[src/rtl/gc_dispenser.sv]
// gc_dispenser: hands out loop indices gc + k*gd to N_CORE cores from a fork-loaded budget.
// Optional macro GC_DISPENSER_ROTATE_EN: rank from a rotating pointer instead of core 0.
module gc_dispenser #(
    parameter int N_CORE    = 5,
    parameter int GC_WIDTH  = 32,
    parameter int GD_WIDTH  = 32,
    parameter int CNT_WIDTH = 16
) (
    input  logic                            i_clk,
    input  logic                            i_reset,
    input  logic                            i_fork_valid,
    input  logic [GC_WIDTH-1:0]             i_fork_gc,
    input  logic [GD_WIDTH-1:0]             i_fork_gd,
    input  logic [CNT_WIDTH-1:0]            i_fork_count,
    input  logic [N_CORE-1:0]               i_req_valid,
    output logic [N_CORE-1:0]               o_req_ready,
    output logic [N_CORE-1:0]               o_grant_valid,
    output logic [N_CORE-1:0][GC_WIDTH-1:0] o_grant_gc,
    output logic                            o_active,
    output logic                            o_exhausted,
    output logic [CNT_WIDTH-1:0]            o_remaining
);
    localparam int RW = $clog2(N_CORE + 1);
    localparam int CW = (RW > CNT_WIDTH) ? RW : CNT_WIDTH;
    localparam int XW = (GC_WIDTH > GD_WIDTH) ? GC_WIDTH : GD_WIDTH;
    localparam int PW = (N_CORE > 1) ? $clog2(N_CORE) : 1;

    typedef enum logic [1:0] {S_IDLE, S_ACTIVE, S_DONE} state_t;

    state_t                          r_state;
    state_t                          w_state_next;
    logic [GC_WIDTH-1:0]             r_gc;
    logic [GD_WIDTH-1:0]             r_gd;
    logic [CNT_WIDTH-1:0]            r_remaining;
    logic [N_CORE-1:0]               r_grant_valid;
    logic [N_CORE-1:0][GC_WIDTH-1:0] r_grant_gc;

    logic [N_CORE-1:0][RW-1:0]       w_rank;
    logic [RW-1:0]                   w_nvalid;
    logic                            w_accept_en;
    logic [N_CORE-1:0]               w_ready;
    logic [CNT_WIDTH-1:0]            w_n;
    logic [XW-1:0]                   w_gd_x;
    logic [GC_WIDTH-1:0]             w_gd_ext;
    logic [N_CORE-1:0][GC_WIDTH-1:0] w_index;

`ifdef GC_DISPENSER_ROTATE_EN
    logic [PW-1:0]                   r_ptr;
    logic [PW-1:0]                   w_last;
    logic [PW-1:0]                   w_ptr_next;
`endif

    // Rank each valid request by how many valid requests precede it in priority order.
    always_comb begin
        int idx;
        w_rank   = '0;
        w_nvalid = '0;
`ifdef GC_DISPENSER_ROTATE_EN
        w_last   = '0;
`endif
        for (int k = 0; k < N_CORE; k++) begin
`ifdef GC_DISPENSER_ROTATE_EN
            idx = int'(r_ptr) + k;
            if (idx >= N_CORE) idx = idx - N_CORE;
            if (i_req_valid[idx] && (CW'(w_nvalid) + CW'(1) == CW'(r_remaining)))
                w_last = PW'(idx);
`else
            idx = k;
`endif
            w_rank[idx] = w_nvalid;
            if (i_req_valid[idx]) w_nvalid = w_nvalid + RW'(1);
        end
    end

    // A fork or reset in the same cycle suppresses every acceptance.
    always_comb begin
        w_accept_en = (r_state == S_ACTIVE) && !i_fork_valid && !i_reset;
        w_ready     = '0;
        w_n         = '0;
        for (int i = 0; i < N_CORE; i++)
            w_ready[i] = w_accept_en && i_req_valid[i] && (CW'(w_rank[i]) < CW'(r_remaining));
        if (w_accept_en)
            w_n = (CW'(w_nvalid) < CW'(r_remaining)) ? CNT_WIDTH'(w_nvalid) : r_remaining;
    end

    assign w_gd_x   = XW'($signed(r_gd));
    assign w_gd_ext = w_gd_x[GC_WIDTH-1:0];

    always_comb begin
        for (int i = 0; i < N_CORE; i++)
            w_index[i] = r_gc + GC_WIDTH'(w_rank[i]) * w_gd_ext;
    end

    always_ff @(posedge i_clk) begin
        if (i_reset) r_state <= S_IDLE;
        else         r_state <= w_state_next;
    end

    always_comb begin
        w_state_next = r_state;
        if (i_fork_valid)
            w_state_next = (i_fork_count != '0) ? S_ACTIVE : S_DONE;
        else if (w_accept_en && (w_n == r_remaining))
            w_state_next = S_DONE;
        o_active    = (r_state == S_ACTIVE);
        o_exhausted = (r_state == S_DONE);
    end

    always_ff @(posedge i_clk) begin
        if (i_reset) begin
            r_gc        <= '0;
            r_gd        <= '0;
            r_remaining <= '0;
        end else if (i_fork_valid) begin
            r_gc        <= i_fork_gc;
            r_gd        <= i_fork_gd;
            r_remaining <= i_fork_count;
        end else if (w_accept_en) begin
            r_gc        <= r_gc + GC_WIDTH'(w_n) * w_gd_ext;
            r_remaining <= r_remaining - w_n;
        end
    end

    // Grant values are only overwritten for accepted cores so idle lanes hold their last index.
    always_ff @(posedge i_clk) begin
        if (i_reset) begin
            r_grant_valid <= '0;
            r_grant_gc    <= '0;
        end else begin
            r_grant_valid <= w_ready;
            for (int i = 0; i < N_CORE; i++)
                if (w_ready[i]) r_grant_gc[i] <= w_index[i];
        end
    end

`ifdef GC_DISPENSER_ROTATE_EN
    assign w_ptr_next = (w_last == PW'(N_CORE - 1)) ? '0 : w_last + PW'(1);

    // The pointer only moves past the last winner when the budget truncates the request set.
    always_ff @(posedge i_clk) begin
        if (i_reset || i_fork_valid)
            r_ptr <= '0;
        else if (w_accept_en && (CW'(r_remaining) < CW'(w_nvalid)))
            r_ptr <= w_ptr_next;
    end
`endif

    assign o_req_ready   = w_ready;
    assign o_grant_valid = r_grant_valid;
    assign o_grant_gc    = r_grant_gc;
    assign o_remaining   = r_remaining;
endmodule

[config.mk]
export PLATFORM = sky130hd
export DESIGN_NAME = gc_dispenser
export DESIGN_NICKNAME = d
export VERILOG_FILES = /design/src/rtl/gc_dispenser.sv
export SDC_FILE = /design/constraint.sdc
export NUM_CORES = 1
export LEC_CHECK = 0
export ABC_CLOCK_PERIOD_IN_PS = 32299
export BUFFER_PORTS_ARGS = -buffer_cell sky130_fd_sc_hd__buf_2
export CAP_MARGIN = 30
export CORE_MARGIN = 2
export CORE_UTILIZATION = 60
export CTS_BUF_LIST = sky130_fd_sc_hd__clkbuf_4 sky130_fd_sc_hd__clkbuf_8
export DETAILED_ROUTE_END_ITERATION = 16
export HOLD_SLACK_MARGIN = 0.05
export MAX_ROUTING_LAYER = met4
export PLACE_DENSITY_LB_ADDON = 0.05
export SYNTH_ARGS = -nofsm -noshare
export SYNTH_HDL_FRONTEND = slang
export SYNTH_SLANG_ARGS = --single-unit
[constraint.sdc]
create_clock -name i_clk -period 32.3 [get_ports i_clk]
set_clock_uncertainty 0.15 [all_clocks]
set_input_delay 4.845 -clock i_clk [delete_from_list [all_inputs] [get_ports i_clk]]
set_output_delay 4.845 -clock i_clk [all_outputs]
set_load 0.1 [all_outputs]
==> impl_metrics.toml <==
[global_routing]
grt_pass1_vias = 26612
antenna_found_initial = 4
grt_start_max_net_pins = 76
grtUsageTotal_pct = 35.4
grt_pass1_wl_mm = 148
overflow = 0

[setup_path]
critPathBufInv = 8
crit_top_cell = "fa_1"
critical_path.max_fanout = 36
path_delay_family = "adder cells"
cp_slowest_cell = "nor2_2"
path_class = "input port to flop"
cp-end-kind = "flop"
slowest_delay_ns = 0.71
cp_data_required_time_ns = 32.67
start_kind = "input port"
cp.arrival_ns = 15.40

[sta]
timing.fmax_mhz = 66.5
setup-violations-final = 0
worst_pin_slew_ns = 1.08
hold_viol_final = 0
maxSlewHeadroom_pct = 28.3
finalSetupTns_ns = 0
rsz0062_at_grt = "false"
layout_min_cycle_time_ns = 15.03
finalCritPeriodShare_pct = 46.5
maxSlewViolCount = 0

[synth]
postSynthAreaPerCell_sq_um = 8.36
synthArstFlopShare_pct = 0
synthAdderAreaFrac_pct = 39.8
synth_area_leaders = "fa_1 (30%), dfxtp_1 (15%), ha_1 (9.8%)"
synth-seq-cells = 247
yosysWarnings = 0
netlist.top_cell.by_area = "fa_1"
synth_top_area_share_pct = 30.0
synthMuxAreaShare_pct = 1.31
seq_area_frac_synth_pct = 15.3
synth-edff-count = 0
synth_area_sq_um = 32300
synth_cells = 3859
synth_top_family_by_area = "adder cells"
synth_compound_area_share_pct = 13.7
synthDistinctLibCells = 82
ys_dominant_reg_cell = "dfxtp_1"
synth_xor_xnor_area_share_pct = 4.29
synthSimpleGateAreaFrac_pct = 15.1

[clock_network]
cts-resized-gates = 0
clk_pin_slew_ns = 0.07
cts.sinks = 247
cts_max_level = 2
cts_tree = "built"
holdBufCountCts = 0
cts_setup_buffers = 0
cts_buffer_depth = 3
cts_buffers = 46
clk_latency_ns = 0.67
cts_root_buffer = "clkbuf_8"

[drt]
drc_errors = 0
finalWirelength_mm = 93.8
avgViaCountPerCell = 5.45
ant_nets = 0
vias = 27675
drtPass1Iterations = 11
routedWlPerCell_microns = 18.5
drt-initial-drc-count = 2033

[floorplan]
io_pins = 276
core-area_sq_um = 52900
die_x_microns = 236
fp-row-count = 84
die_y_microns = 236
fp.dieArea_sq_um = 55600
start_util_pct = 61.0

[final_layout]
finalNonFillerCells = 5079
final_util_pct = 68.9
fill_cells = 4571
fin_nets = 5175
layout-drive-gt1-share_pct = 9.91
design_area_sq_um = 36400
area_delta_synth_final_pct = 12.9

[place]
gp_congestion = 0.957
io_buffers = 275
dp_cells = 4991
dp_hpwl_mm = 72.5
placed_area_sq_um = 35300

[power]
leakagePower_nw = 19.1
finalPower_w = 0.00344
vdd_drop_max_mv = 0.147
p_per_area_nw_per_um2 = 94.5

[min_path]
min_path_type = "flop to flop"

[status]
status = "finished clean"

[job]
cap_viol_max_count = 0
worst min-delay path: stages (launching register included):
cell and delay (ns):
dfxtp_1 0.30, nand2_1 0.05, a21oi_1 0.05
metrics by stage:
stage | setup WS [ns] | hold WS [ns]
after floorplan | 18.51 | 0.312
after global placement | 16.90 | 0.286
after detailed placement | 16.69 | 0.290
after CTS | 17.34 | 0.298
after global routing | 16.68 | 0.314
final | 17.27 | 0.297
cell families (layout without fill, tap and decap cells):
logic type,after synthesis,in the layout
other cells,2,301
mux,42,42
xor+xnor,153,153
flops,247,247
buf+inv,895,1128
simple gates,1084,1084
compound gates,700,700
fa+ha+maj,736,736
where the power goes:
group          total, W  switching [W]  internal [W]  leakage [nW]
Clock          0.000366       0.000159      0.000207         0.561
Combinational   0.00268        0.00156       0.00112          16.6
Sequential     0.000396      0.0000697      0.000326          2.01
Total           0.00344        0.00179       0.00166          19.1
synth_stat cells (28+ instances only):
master	count
inv_1	727
nand2_1	579
fa_1	484
a21oi_1	276
ha_1	252
dfxtp_1	247
nor2_1	160
clkbuf_1	150
and2_1	119
xnor2_1	99
o21ai_0	98
a21o_1	79
nand3_1	51
xor2_1	51
nor3_1	44
a211oi_1	40
mux2i_1	39
o21a_1	28
layer usage:
metal / part of all wire (%) / global-route usage (%)
met5: 0 / -
met4: 3.8 / 11.1
met3: 9.7 / 6.93
met2: 44 / 53.0
met1: 43 / 48.6
sequential cells by signal (all words and copies together), names as in the netlist:
signal	cells
o_grant_gc	160
o_grant_valid	5
o_remaining	16
r_gc	32
r_gd	32
r_state	2
placed cells by master, fill, tap and decap left out, drive strengths merged, types with 18 or more instances in the layout:
master / instances
mux2i: 39
o211ai: 21
o21bai: 18
nand2b: 20
ha: 252
xnor2: 99
dfxtp: 247
a31oi: 21
a211oi: 41
and2: 119
o21ai: 113
nand2: 579
nor2: 161
nor3: 44
clkbuf: 62
conb: 298
buf: 311
o21a: 28
fa: 484
and3: 23
nand3: 51
a21o: 79
xor2: 51
a21oi: 276
inv: 731
cell type report:
| cell class | instances | area, sq um | area share (%) |
|---|---|---|---|
| antenna | 3 | 7.51 | 0.0206 |
| clock buffer | 62 | 822 | 2.26 |
| clock inverter | 23 | 260 | 0.714 |
| inverter | 732 | 2750 | 7.54 |
| multi-input combinational | 3013 | 25100 | 69.0 |
| sequential | 247 | 4940 | 13.6 |
| tap | 688 | 861 | 2.36 |
| timing repair buffer | 311 | 1660 | 4.54 |
final timing paths:
| path | slack, ns | cells past startpoint | from | endpoint |
|---|---|---|---|---|
| worst max-delay path | 17.27 | 37 | i_req_valid[0] | r_gc[31] |
| worst min-delay path | 0.30 | 2 | o_grant_gc[145] | o_grant_gc[145] |
| worst max register to register | 23.84 | 28 | o_remaining[1] | r_gc[31] |
| worst min register to register | 0.30 | 2 | o_grant_gc[145] | o_grant_gc[145] |
Power figures use the tool's default switching activity.
